**config.mk**
```make
export PLATFORM = sky130hd
export DESIGN_NAME = lsu_mc
export DESIGN_NICKNAME = d
export VERILOG_FILES = /design/src/rtl/lsu_pkg.sv /design/src/rtl/lsu_align.sv /design/src/rtl/lsu_mc.sv
export SDC_FILE = /design/constraint.sdc
export NUM_CORES = 1
export LEC_CHECK = 0
export BUFFER_PORTS_ARGS = -buffer_cell sky130_fd_sc_hd__buf_2
export CORE_AREA = 2 2 81 141
export DETAILED_ROUTE_END_ITERATION = 10
export DIE_AREA = 0 0 83 143
export GPL_ROUTABILITY_DRIVEN = 0
export PLACE_DENSITY = 0.83
export SLEW_MARGIN = 20
export SYNTH_ARGS = -nofsm -noshare
export SYNTH_HDL_FRONTEND = slang
export SYNTH_SLANG_ARGS = --single-unit
```
**constraint.sdc**
```tcl
create_clock -name i_clk -period 3.08 [get_ports i_clk]
set_input_delay 0.616 -clock i_clk [delete_from_list [all_inputs] [get_ports i_clk]]
set_output_delay 0.616 -clock i_clk [all_outputs]
set_load 0.02 [all_outputs]
```
**src/rtl/lsu_pkg.sv**
```systemverilog
// Shared constants for the multi-cycle load/store unit: funct3 codes, FSM states, lane masks.
package lsu_pkg;

    localparam logic [2:0] F3_LB  = 3'b000;
    localparam logic [2:0] F3_LH  = 3'b001;
    localparam logic [2:0] F3_LW  = 3'b010;
    localparam logic [2:0] F3_LBU = 3'b100;
    localparam logic [2:0] F3_LHU = 3'b101;
    localparam logic [2:0] F3_SB  = 3'b000;
    localparam logic [2:0] F3_SH  = 3'b001;
    localparam logic [2:0] F3_SW  = 3'b010;

    localparam logic [2:0] ST_IDLE = 3'd0;
    localparam logic [2:0] ST_ACC1 = 3'd1;
    localparam logic [2:0] ST_ACC2 = 3'd2;
    localparam logic [2:0] ST_ERR  = 3'd3;
    localparam logic [2:0] ST_RESP = 3'd4;

    localparam logic [3:0] MASK_B = 4'b0001;
    localparam logic [3:0] MASK_H = 4'b0011;
    localparam logic [3:0] MASK_W = 4'b1111;

    function automatic logic [3:0] size_mask(input logic [1:0] size);
        case (size)
            2'b00:   return MASK_B;
            2'b01:   return MASK_H;
            default: return MASK_W;
        endcase
    endfunction

endpackage

```
**src/rtl/lsu_align.sv**
```systemverilog
// Combinational lane alignment: byte mask and store shift for either beat, load shift + extension.
// Zero latency; no flow control of its own.
module lsu_align
    import lsu_pkg::*;
(
    input  logic [2:0]  i_funct3,
    input  logic [1:0]  i_off,
    input  logic        i_beat2,
    input  logic [31:0] i_wdata,
    input  logic [31:0] i_rdata_lo,
    input  logic [23:0] i_rdata_hi,
    output logic [3:0]  o_mask,
    output logic [31:0] o_wdata,
    output logic [31:0] o_rdata
);

    logic [7:0]  w_mask8;
    logic [63:0] w_wdata64;
    logic [31:0] w_shr;

    always_comb begin
        w_mask8   = {4'b0000, size_mask(i_funct3[1:0])} << i_off;
        w_wdata64 = {32'd0, i_wdata} << {i_off, 3'b000};
        o_mask    = i_beat2 ? w_mask8[7:4] : w_mask8[3:0];
        o_wdata   = i_beat2 ? w_wdata64[63:32] : w_wdata64[31:0];

        // Only the low 24 bits of the upper word can ever land in the result.
        case (i_off)
            2'd0:    w_shr = i_rdata_lo;
            2'd1:    w_shr = {i_rdata_hi[7:0],  i_rdata_lo[31:8]};
            2'd2:    w_shr = {i_rdata_hi[15:0], i_rdata_lo[31:16]};
            default: w_shr = {i_rdata_hi[23:0], i_rdata_lo[31:24]};
        endcase

        case (i_funct3)
            F3_LB:   o_rdata = {{24{w_shr[7]}}, w_shr[7:0]};
            F3_LH:   o_rdata = {{16{w_shr[15]}}, w_shr[15:0]};
            F3_LBU:  o_rdata = {24'd0, w_shr[7:0]};
            F3_LHU:  o_rdata = {16'd0, w_shr[15:0]};
            default: o_rdata = w_shr;
        endcase
    end

endmodule

```
**src/rtl/lsu_mc.sv**
```systemverilog
// Multi-cycle LSU: one request per transaction, response 2+ cycles after accept; ready only when idle.
// LSU_MISALIGNED_SPLIT_EN splits word-crossing accesses into two beats instead of trapping.
module lsu_mc #(
    parameter int ADDR_W   = 32,
    parameter int MAX_WAIT = 0
) (
    input  logic              i_clk,
    input  logic              i_rst,
    input  logic              i_req_valid,
    output logic              o_req_ready,
    input  logic              i_req_we,
    input  logic [2:0]        i_req_funct3,
    input  logic [ADDR_W-1:0] i_req_addr,
    input  logic [31:0]       i_req_wdata,
    output logic              o_rsp_valid,
    output logic [31:0]       o_rsp_rdata,
    output logic              o_rsp_trap,
    output logic [ADDR_W-1:0] o_mem_addr,
    output logic              o_mem_ren,
    output logic              o_mem_wen,
    output logic [31:0]       o_mem_wdata,
    output logic [3:0]        o_mem_mask,
    input  logic              i_mem_done,
    input  logic [31:0]       i_mem_rdata
);
    import lsu_pkg::*;

    localparam int CNT_W = (MAX_WAIT > 1) ? $clog2(MAX_WAIT) : 1;
    localparam logic [CNT_W-1:0] CNT_LAST = CNT_W'(MAX_WAIT - 1);
    localparam logic TIMEOUT_EN = (MAX_WAIT > 0);

    logic [2:0]        r_state;
    logic              r_we;
    logic [2:0]        r_f3;
    logic [1:0]        r_off;
    logic [CNT_W-1:0]  r_cnt;
    logic              r_mem_ren, r_mem_wen;
    logic [ADDR_W-1:0] r_mem_addr;
    logic [3:0]        r_mem_mask;
    logic [31:0]       r_mem_wdata;
    logic              r_rsp_valid, r_rsp_trap;
    logic [31:0]       r_rsp_rdata;

    logic              w_idle, w_illegal, w_err, w_more, w_timeout, w_beat2;
    logic [2:0]        w_f3;
    logic [1:0]        w_off;
    logic [31:0]       w_wdata, w_rd_lo, w_al_wdata, w_al_rdata;
    logic [23:0]       w_rd_hi;
    logic [3:0]        w_al_mask;

    assign w_idle    = (r_state == ST_IDLE);
    assign w_f3      = w_idle ? i_req_funct3 : r_f3;
    assign w_off     = w_idle ? i_req_addr[1:0] : r_off;
    assign w_illegal = (i_req_funct3 == 3'b011) || (i_req_funct3 == 3'b110) ||
                       (i_req_funct3 == 3'b111) || (i_req_we && i_req_funct3[2]);
    assign w_timeout = TIMEOUT_EN && (r_cnt == CNT_LAST);

`ifdef LSU_MISALIGNED_SPLIT_EN
    logic [31:0] r_wdata;
    logic [31:0] r_beat1;

    // While in ACC1 the aligner already presents beat-2 mask/data for the hand-over.
    assign w_wdata = w_idle ? i_req_wdata : r_wdata;
    assign w_beat2 = (r_state == ST_ACC1);
    assign w_rd_lo = (r_state == ST_ACC2) ? r_beat1 : i_mem_rdata;
    assign w_rd_hi = (r_state == ST_ACC2) ? i_mem_rdata[23:0] : 24'd0;
    assign w_err   = w_illegal;
    assign w_more  = (r_state == ST_ACC1) && (w_al_mask != 4'd0);
`else
    logic w_misal;

    assign w_misal = ((i_req_funct3[1:0] == 2'b01) && i_req_addr[0]) ||
                     ((i_req_funct3[1:0] == 2'b10) && (i_req_addr[1:0] != 2'b00));
    assign w_wdata = i_req_wdata;
    assign w_beat2 = 1'b0;
    assign w_rd_lo = i_mem_rdata;
    assign w_rd_hi = 24'd0;
    assign w_err   = w_illegal || w_misal;
    assign w_more  = 1'b0;
`endif

    lsu_align u_align (
        .i_funct3   (w_f3),
        .i_off      (w_off),
        .i_beat2    (w_beat2),
        .i_wdata    (w_wdata),
        .i_rdata_lo (w_rd_lo),
        .i_rdata_hi (w_rd_hi),
        .o_mask     (w_al_mask),
        .o_wdata    (w_al_wdata),
        .o_rdata    (w_al_rdata)
    );

    always_ff @(posedge i_clk) begin
        if (i_rst) begin
            r_state     <= ST_IDLE;
            r_we        <= 1'b0;
            r_f3        <= 3'd0;
            r_off       <= 2'd0;
            r_cnt       <= '0;
            r_mem_ren   <= 1'b0;
            r_mem_wen   <= 1'b0;
            r_mem_addr  <= '0;
            r_mem_mask  <= 4'd0;
            r_mem_wdata <= 32'd0;
            r_rsp_valid <= 1'b0;
            r_rsp_trap  <= 1'b0;
            r_rsp_rdata <= 32'd0;
`ifdef LSU_MISALIGNED_SPLIT_EN
            r_wdata     <= 32'd0;
            r_beat1     <= 32'd0;
`endif
        end else begin
            case (r_state)
                ST_IDLE: if (i_req_valid) begin
                    r_we  <= i_req_we;
                    r_f3  <= i_req_funct3;
                    r_off <= i_req_addr[1:0];
                    r_cnt <= '0;
`ifdef LSU_MISALIGNED_SPLIT_EN
                    r_wdata <= i_req_wdata;
`endif
                    if (w_err) begin
                        r_state <= ST_ERR;
                    end else begin
                        r_state     <= ST_ACC1;
                        r_mem_ren   <= ~i_req_we;
                        r_mem_wen   <= i_req_we;
                        r_mem_addr  <= {i_req_addr[ADDR_W-1:2], 2'b00};
                        r_mem_mask  <= w_al_mask;
                        r_mem_wdata <= i_req_we ? w_al_wdata : 32'd0;
                    end
                end
                ST_ACC1, ST_ACC2: begin
                    if (i_mem_done && w_more) begin
`ifdef LSU_MISALIGNED_SPLIT_EN
                        r_beat1 <= i_mem_rdata;
`endif
                        r_state     <= ST_ACC2;
                        r_cnt       <= '0;
                        r_mem_addr  <= r_mem_addr + ADDR_W'(4);
                        r_mem_mask  <= w_al_mask;
                        r_mem_wdata <= r_we ? w_al_wdata : 32'd0;
                    end else if (i_mem_done || w_timeout) begin
                        // A done in the limit cycle takes priority over the timeout.
                        r_state     <= ST_RESP;
                        r_mem_ren   <= 1'b0;
                        r_mem_wen   <= 1'b0;
                        r_rsp_valid <= 1'b1;
                        r_rsp_trap  <= ~i_mem_done;
                        r_rsp_rdata <= (i_mem_done && !r_we) ? w_al_rdata : 32'd0;
                    end else begin
                        r_cnt <= r_cnt + CNT_W'(1);
                    end
                end
                ST_ERR: begin
                    r_state     <= ST_RESP;
                    r_rsp_valid <= 1'b1;
                    r_rsp_trap  <= 1'b1;
                    r_rsp_rdata <= 32'd0;
                end
                ST_RESP: begin
                    r_state     <= ST_IDLE;
                    r_rsp_valid <= 1'b0;
                    r_rsp_trap  <= 1'b0;
                    r_rsp_rdata <= 32'd0;
                end
                default: r_state <= ST_IDLE;
            endcase
        end
    end

    assign o_req_ready = w_idle;
    assign o_rsp_valid = r_rsp_valid;
    assign o_rsp_rdata = r_rsp_rdata;
    assign o_rsp_trap  = r_rsp_trap;
    assign o_mem_addr  = r_mem_addr;
    assign o_mem_ren   = r_mem_ren;
    assign o_mem_wen   = r_mem_wen;
    assign o_mem_wdata = r_mem_wdata;
    assign o_mem_mask  = r_mem_mask;

endmodule

```
; ---- Word-level counts from Yosys, hierarchy flattened
; Index checks and enable logic that the tools add are counted.
[totals]
reg_bits = 111
inputBits = 104
output_inout_bits = 105
elab_cells = 85
[op_classes]
n_eq_ne = 18
shifts = 2
mux = 24
bitwise = 3
reduce_logical = 26
[op_table]
columns = op, n
row1 = $pmux W32 S4, 1
row2 = $mux W32, 3
row3 = $pmux W32 S3, 1
row4 = $pmux W32 S2, 1
row5 = $shl A32 B5 Y32, 1
row6 = $eq A3 B3 Y1 const B, 5
row7 = $eq A3 B2 Y1 const B, 3
row8 = $mux W3, 3
row9 = $pmux W3 S3, 1
row10 = $pmux W4 S2, 1
row11 = $reduce_and A2 Y1, 4
row12 = $mux W1, 7
row13 = $eq A2 B1 Y1 const B, 3
row14 = $eq A3 B1 Y1 const B, 2
row15 = $logic_not A3 Y1, 2
row16 = $ne A2 B2 Y1 const B, 3
row17 = $pmux W1 S3, 2
row18 = $reduce_bool A2 Y1, 3
row19 = $logic_or A1 B1 Y1, 5
row20 = $eq A2 B2 Y1 const B, 2
row21 = $logic_and A1 B1 Y1, 4
row22 = $logic_not A2 Y1, 2
row23 = $mux W2, 2
row24 = $pmux W1 S2, 2
row25 = other kinds (7), 10

; ---- Depth between registers and ports, before layout
[depth]
word_depth = 8
ltp_mapped = 9
depth_no_buf = 5

; ---- Hierarchy
; From an unflattened synthesis, not the netlist that was laid out.
[unflattened]
hier_cells = 752
hier_area_um2 = 6152.2
[by_module_without_submodules]
columns = module, instances, cells_per_inst, area_per_inst_um2
row1 = lsu_mc, 1, 514, 4279.1
row2 = lsu_align, 1, 238, 1873.0

; ---- Least setup slack after synthesis
; OpenSTA, ideal clock, no wires.
[synth_path]
kind = input -> register
start = input i_req_addr[1]
end = register r_mem_wdata[16], in the netlist o_mem_wdata[16]
setup_ps = 117
arrival_ps = 2204
t_required_ps = 2963
setup_slack_ps = 759
cell_stages = 7
path_cell_list = clkbuf_1 -> or4_1 -> a21oi_1 -> buf_2 -> nor2_1 -> clkbuf_1 -> a22o_1
[synth_via]
elab_chain_cells = 6
word_cells_on_any_way = 9
classes_between = 1 x shift / 2 x mux / 1 x bitwise / 5 x reduce/logical
[synth_lines]
columns = item, line
row1 = from (decl), lsu_mc.sv:13  ; input logic [ADDR_W-1:0] i_req_addr,
row2 = branches (longest 6 deep; another with $shl A32 B5 Y32), --
row3 = to (signal assigned), lsu_mc.sv:131  ; r_mem_wdata <= i_req_we ? w_al_wdata : 32'd0;
row4 = to (signal assigned), lsu_mc.sv:143  ; r_mem_wdata <= r_we ? w_al_wdata : 32'd0;
row5 = to (decl), lsu_mc.sv:40  ; logic [31:0] r_mem_wdata;
; Parallel ways; which one is timed is not known.
; A chain may end at the register's enable or synchronous reset.

; ---- Final worst setup path
[layout_path]
start = register r_state[1]
end = register r_rsp_rdata[5], in the netlist o_rsp_rdata[5]
[layout_via]
elab_chain_cells = 8
word_cells_on_any_way = 19
classes_between = 7 x eq/ne / 6 x mux / 6 x reduce/logical
[layout_lines]
columns = item, line
row1 = from (decl), lsu_mc.sv:32  ; logic [2:0] r_state;
row2 = from (signal assigned), lsu_mc.sv:96  ; r_state <= ST_IDLE;
row3 = from (signal assigned), lsu_mc.sv:124  ; r_state <= ST_ERR;
row4 = from (signal assigned), lsu_mc.sv:126  ; r_state <= ST_ACC1;
row5 = $logic_not A3 Y1, lsu_mc.sv:51  ; assign w_idle = (r_state == ST_IDLE);
row6 = $mux W2, lsu_mc.sv:53  ; assign w_off = w_idle ? i_req_addr[1:0] : r_off;
row7 = "$eq A2 B2 Y1, or another cell as far along", lsu_align.sv:28  ; case (i_off)
row8 = $pmux W32 S3, lsu_align.sv:28
row9 = $pmux W32 S4, lsu_align.sv:35  ; case (i_funct3)
row10 = $mux W32, lsu_mc.sv:151  ; r_rsp_rdata <= (i_mem_done && !r_we) ? w_al_rdata : 32'd0;
row11 = $mux W32, lsu_mc.sv:144  ; end else if (i_mem_done || w_timeout) begin
row12 = $pmux W32 S2, lsu_mc.sv:114  ; case (r_state)
row13 = to (signal assigned), lsu_mc.sv:151
row14 = to (decl), lsu_mc.sv:42  ; logic [31:0] r_rsp_rdata;
; Parallel ways exist; a longest one is shown, timed or not. The select of a mux whose other input is x is not followed.

==> metrics.cfg <==
[grt]
grt_max_degree=42
antenna_found_initial=1
first_global_vias=5085
grt_usage_pct=25.78
grt_pass1_wl_um=24830
grt-ovfl-total=0

[timing]
hold_viol=0
skew_ns=0.01384
relSlewSlack_pct=31.39
fin_tns_setup_ns=0
fin_crit_ns=2.493
setup_viol=0
slew_violations=0
post-route-period-util_pct=80.96
worst_pin_slew_ns=1.025
fmax_mhz=401.1
rsz0062_at_grt=false

[hold_path]
hold_class=flip-flop to flip-flop
worstHoldPathCells=2

[detailed_routing]
post-route-drc-count=0
post_drt_wl_per_cell_um=17.07
dr.pass1.iters=5
drt_iter0_drc=405
ant_nets=0
vias=5393
routed_via_density=5.762
routed_wl_um=15980

[yosys]
synth_top_area_cell=dfxtp_1
synth_seq_cells=111
syn_inst=619
yosysWarnings=0
synth_area_leaders=dfxtp_1, nand2_1, mux2i_1, a21oi_1, a22o_1
synth-edff-count=0
yosysTopAreaCellShare_pct=43.17
netlist_area_mm2=0.005147
yosysUniqueCellTypes=49
syn_avg_cell_area_um2=8.316
synthFlopType=dfxtp_1
synth_seq_area_share_pct=43.17
synthArstFlopShare_pct=0

[floorplanning]
rows=50
die_w_um=83
boundaryPins=209
coreArea_mm2=0.01070
die_area_mm2=0.01187
initial_utilization_pct=48.12
die_y_um=143

[critical_path]
crit_chain=nor3_4, mux2i_4, buf_12, mux2i_1, a21oi_1, a22o_1
startpoint_type=flip-flop
arrival_ns=2.73
worst_r2r_path_depth=6
worstPathRequired_ns=3.32
cp_max_fo=36
slowest_stage=nor3_4
path_class=flip-flop to flip-flop
critPathMaxStageDelay_ns=0.60
end_kind=flip-flop

[cells_and_area]
drive_above_1_share_pct=31.43
fin_nets=905
fillers=955
area_growth_pct=28.85

[cts]
clk_pin_slew_worst_paths_ns=0.07
cts_hold_buf=0
insertion_delay_ns=0.35
root_buffer=clkbuf_16
cts_tree=yes
cts_max_path_buffers=2
cts_resized=0
postCtsSetupBuffers=0
htreeDepth=3
cts_buffers=9
cts.sinks=111

[run]
maxCapViolCount=0

[pwr]
ir_drop_v=0.0004153
total_power_w=0.003771
cellLeakagePower_nw=3.124
p_per_area_mw_per_mm2=568.5

[placed_design]
dp_hpwl_um=11750
io_buffers=206

[status]
status=complete, no violations

worst max-delay path: cells and delay by family, from the launching register on:
family,cells,cell delay (ns)
simple gates,1,0.60
buf+inv,1,0.27
mux,2,0.72
flops,1,0.45
compound gates,2,0.36
cell usage after synthesis (all sizes together) (9+ instances only):
cell type,count
mux2i,41
a22o,23
o31ai,9
a32o,16
a221oi,9
nand3,25
buf,28
nor2,20
a21oi,69
clkbuf,25
nand2,159
o21ai,15
dfxtp,111
cell type report:
class | instances | area, um^2 | share of cell area, %
multi-input combinational | 453 | 2716 | 40.95
inverter | 3 | 11.26 | 0.1698
timing repair buffer | 223 | 1171 | 17.66
clock inverter | 3 | 90.09 | 1.358
clock buffer | 12 | 256.5 | 3.867
antenna | 1 | 2.502 | 0.03773
tap | 130 | 162.7 | 2.452
sequential | 111 | 2222 | 33.50
sequential cells by signal (all words and copies together) (netlist names):
signal	flops
o_mem_wdata	32
o_rsp_rdata	32
o_mem_addr	30
o_mem_mask	4
r_f3	3
r_state	3
r_off	2
o_mem_ren	1
o_mem_wen	1
o_rsp_trap	1
o_rsp_valid	1
r_we	1
metal layers:
layer  vias up  track usage [%]  share of wire, %
met5         -                0                 0
met4         0            15.36               4.8
met3        63            5.029               7.0
met2       279            45.59                52
met1      2503            28.43                36
li1       2548                -                 -
worst paths after layout:
path,startpoint,to,slack [ns]
worst max-delay path,r_state[1],o_rsp_rdata[5],0.59
worst min-delay path,o_mem_addr[11],o_mem_addr[11],0.45
worst max register to register,r_state[1],o_rsp_rdata[5],0.59
worst min register to register,o_mem_addr[11],o_mem_addr[11],0.45
cells in the final DEF (no fill, tap or decap), types with 4 or more instances in the layout:
| master | synthesis | routed |
|---|---|---|
| nor3_1 | 4 | 4 |
| a22o_1 | 23 | 23 |
| a21oi_1 | 67 | 66 |
| a2bb2oi_1 | 8 | 8 |
| mux2i_1 | 40 | 38 |
| mux2_2 | 4 | 4 |
| o21a_1 | 7 | 7 |
| a32o_1 | 16 | 16 |
| o21ai_0 | 13 | 13 |
| clkbuf_16 | 0 | 9 |
| buf_2 | 21 | 206 |
| nand2b_1 | 8 | 8 |
| nand3_1 | 25 | 25 |
| nand2_1 | 159 | 159 |
| buf_4 | 4 | 16 |
| a221oi_1 | 9 | 9 |
| dfxtp_1 | 111 | 111 |
| o31ai_1 | 9 | 9 |
| nor2_1 | 20 | 20 |
cell families after synthesis:
logic type,count (synthesis),share of synthesized area [%]
compound gates,171,22.87
xor+xnor,1,0.1702
fa+ha+maj,1,0.1945
buf+inv,56,4.886
flops,111,43.17
mux,47,9.577
other cells,1,0.07285
simple gates,231,19.06
where the power goes:
| part | switching, W | internal [W] | total (W) |
|---|---|---|---|
| Sequential | 0.0000505 | 0.00150 | 0.00156 |
| Clock | 0.000502 | 0.000836 | 0.00134 |
| Combinational | 0.000545 | 0.000333 | 0.000878 |
through the flow:
| stage | setup slack (ns) | cells | hold WS (ns) | cell area (um^2) | utilization (%) |
|---|---|---|---|---|---|
| final | 0.5865 | 936 | 0.4515 | 6633 | 62.00 |
| after global routing | 0.4110 | 936 | 0.4707 | 6633 | 62.00 |
| after CTS | 0.5899 | 935 | 0.4521 | 6630 | 61.98 |
| after detailed placement | 0.5811 | 920 | 0.4429 | 6284 | 58.74 |
| after global placement | 0.5909 | 920 | 0.4300 | 6284 | 58.74 |
| after floorplan | 0.7589 | 620 | 0.4313 | 5151 | - |
No activity file was read; power rests on OpenSTA's default activity.
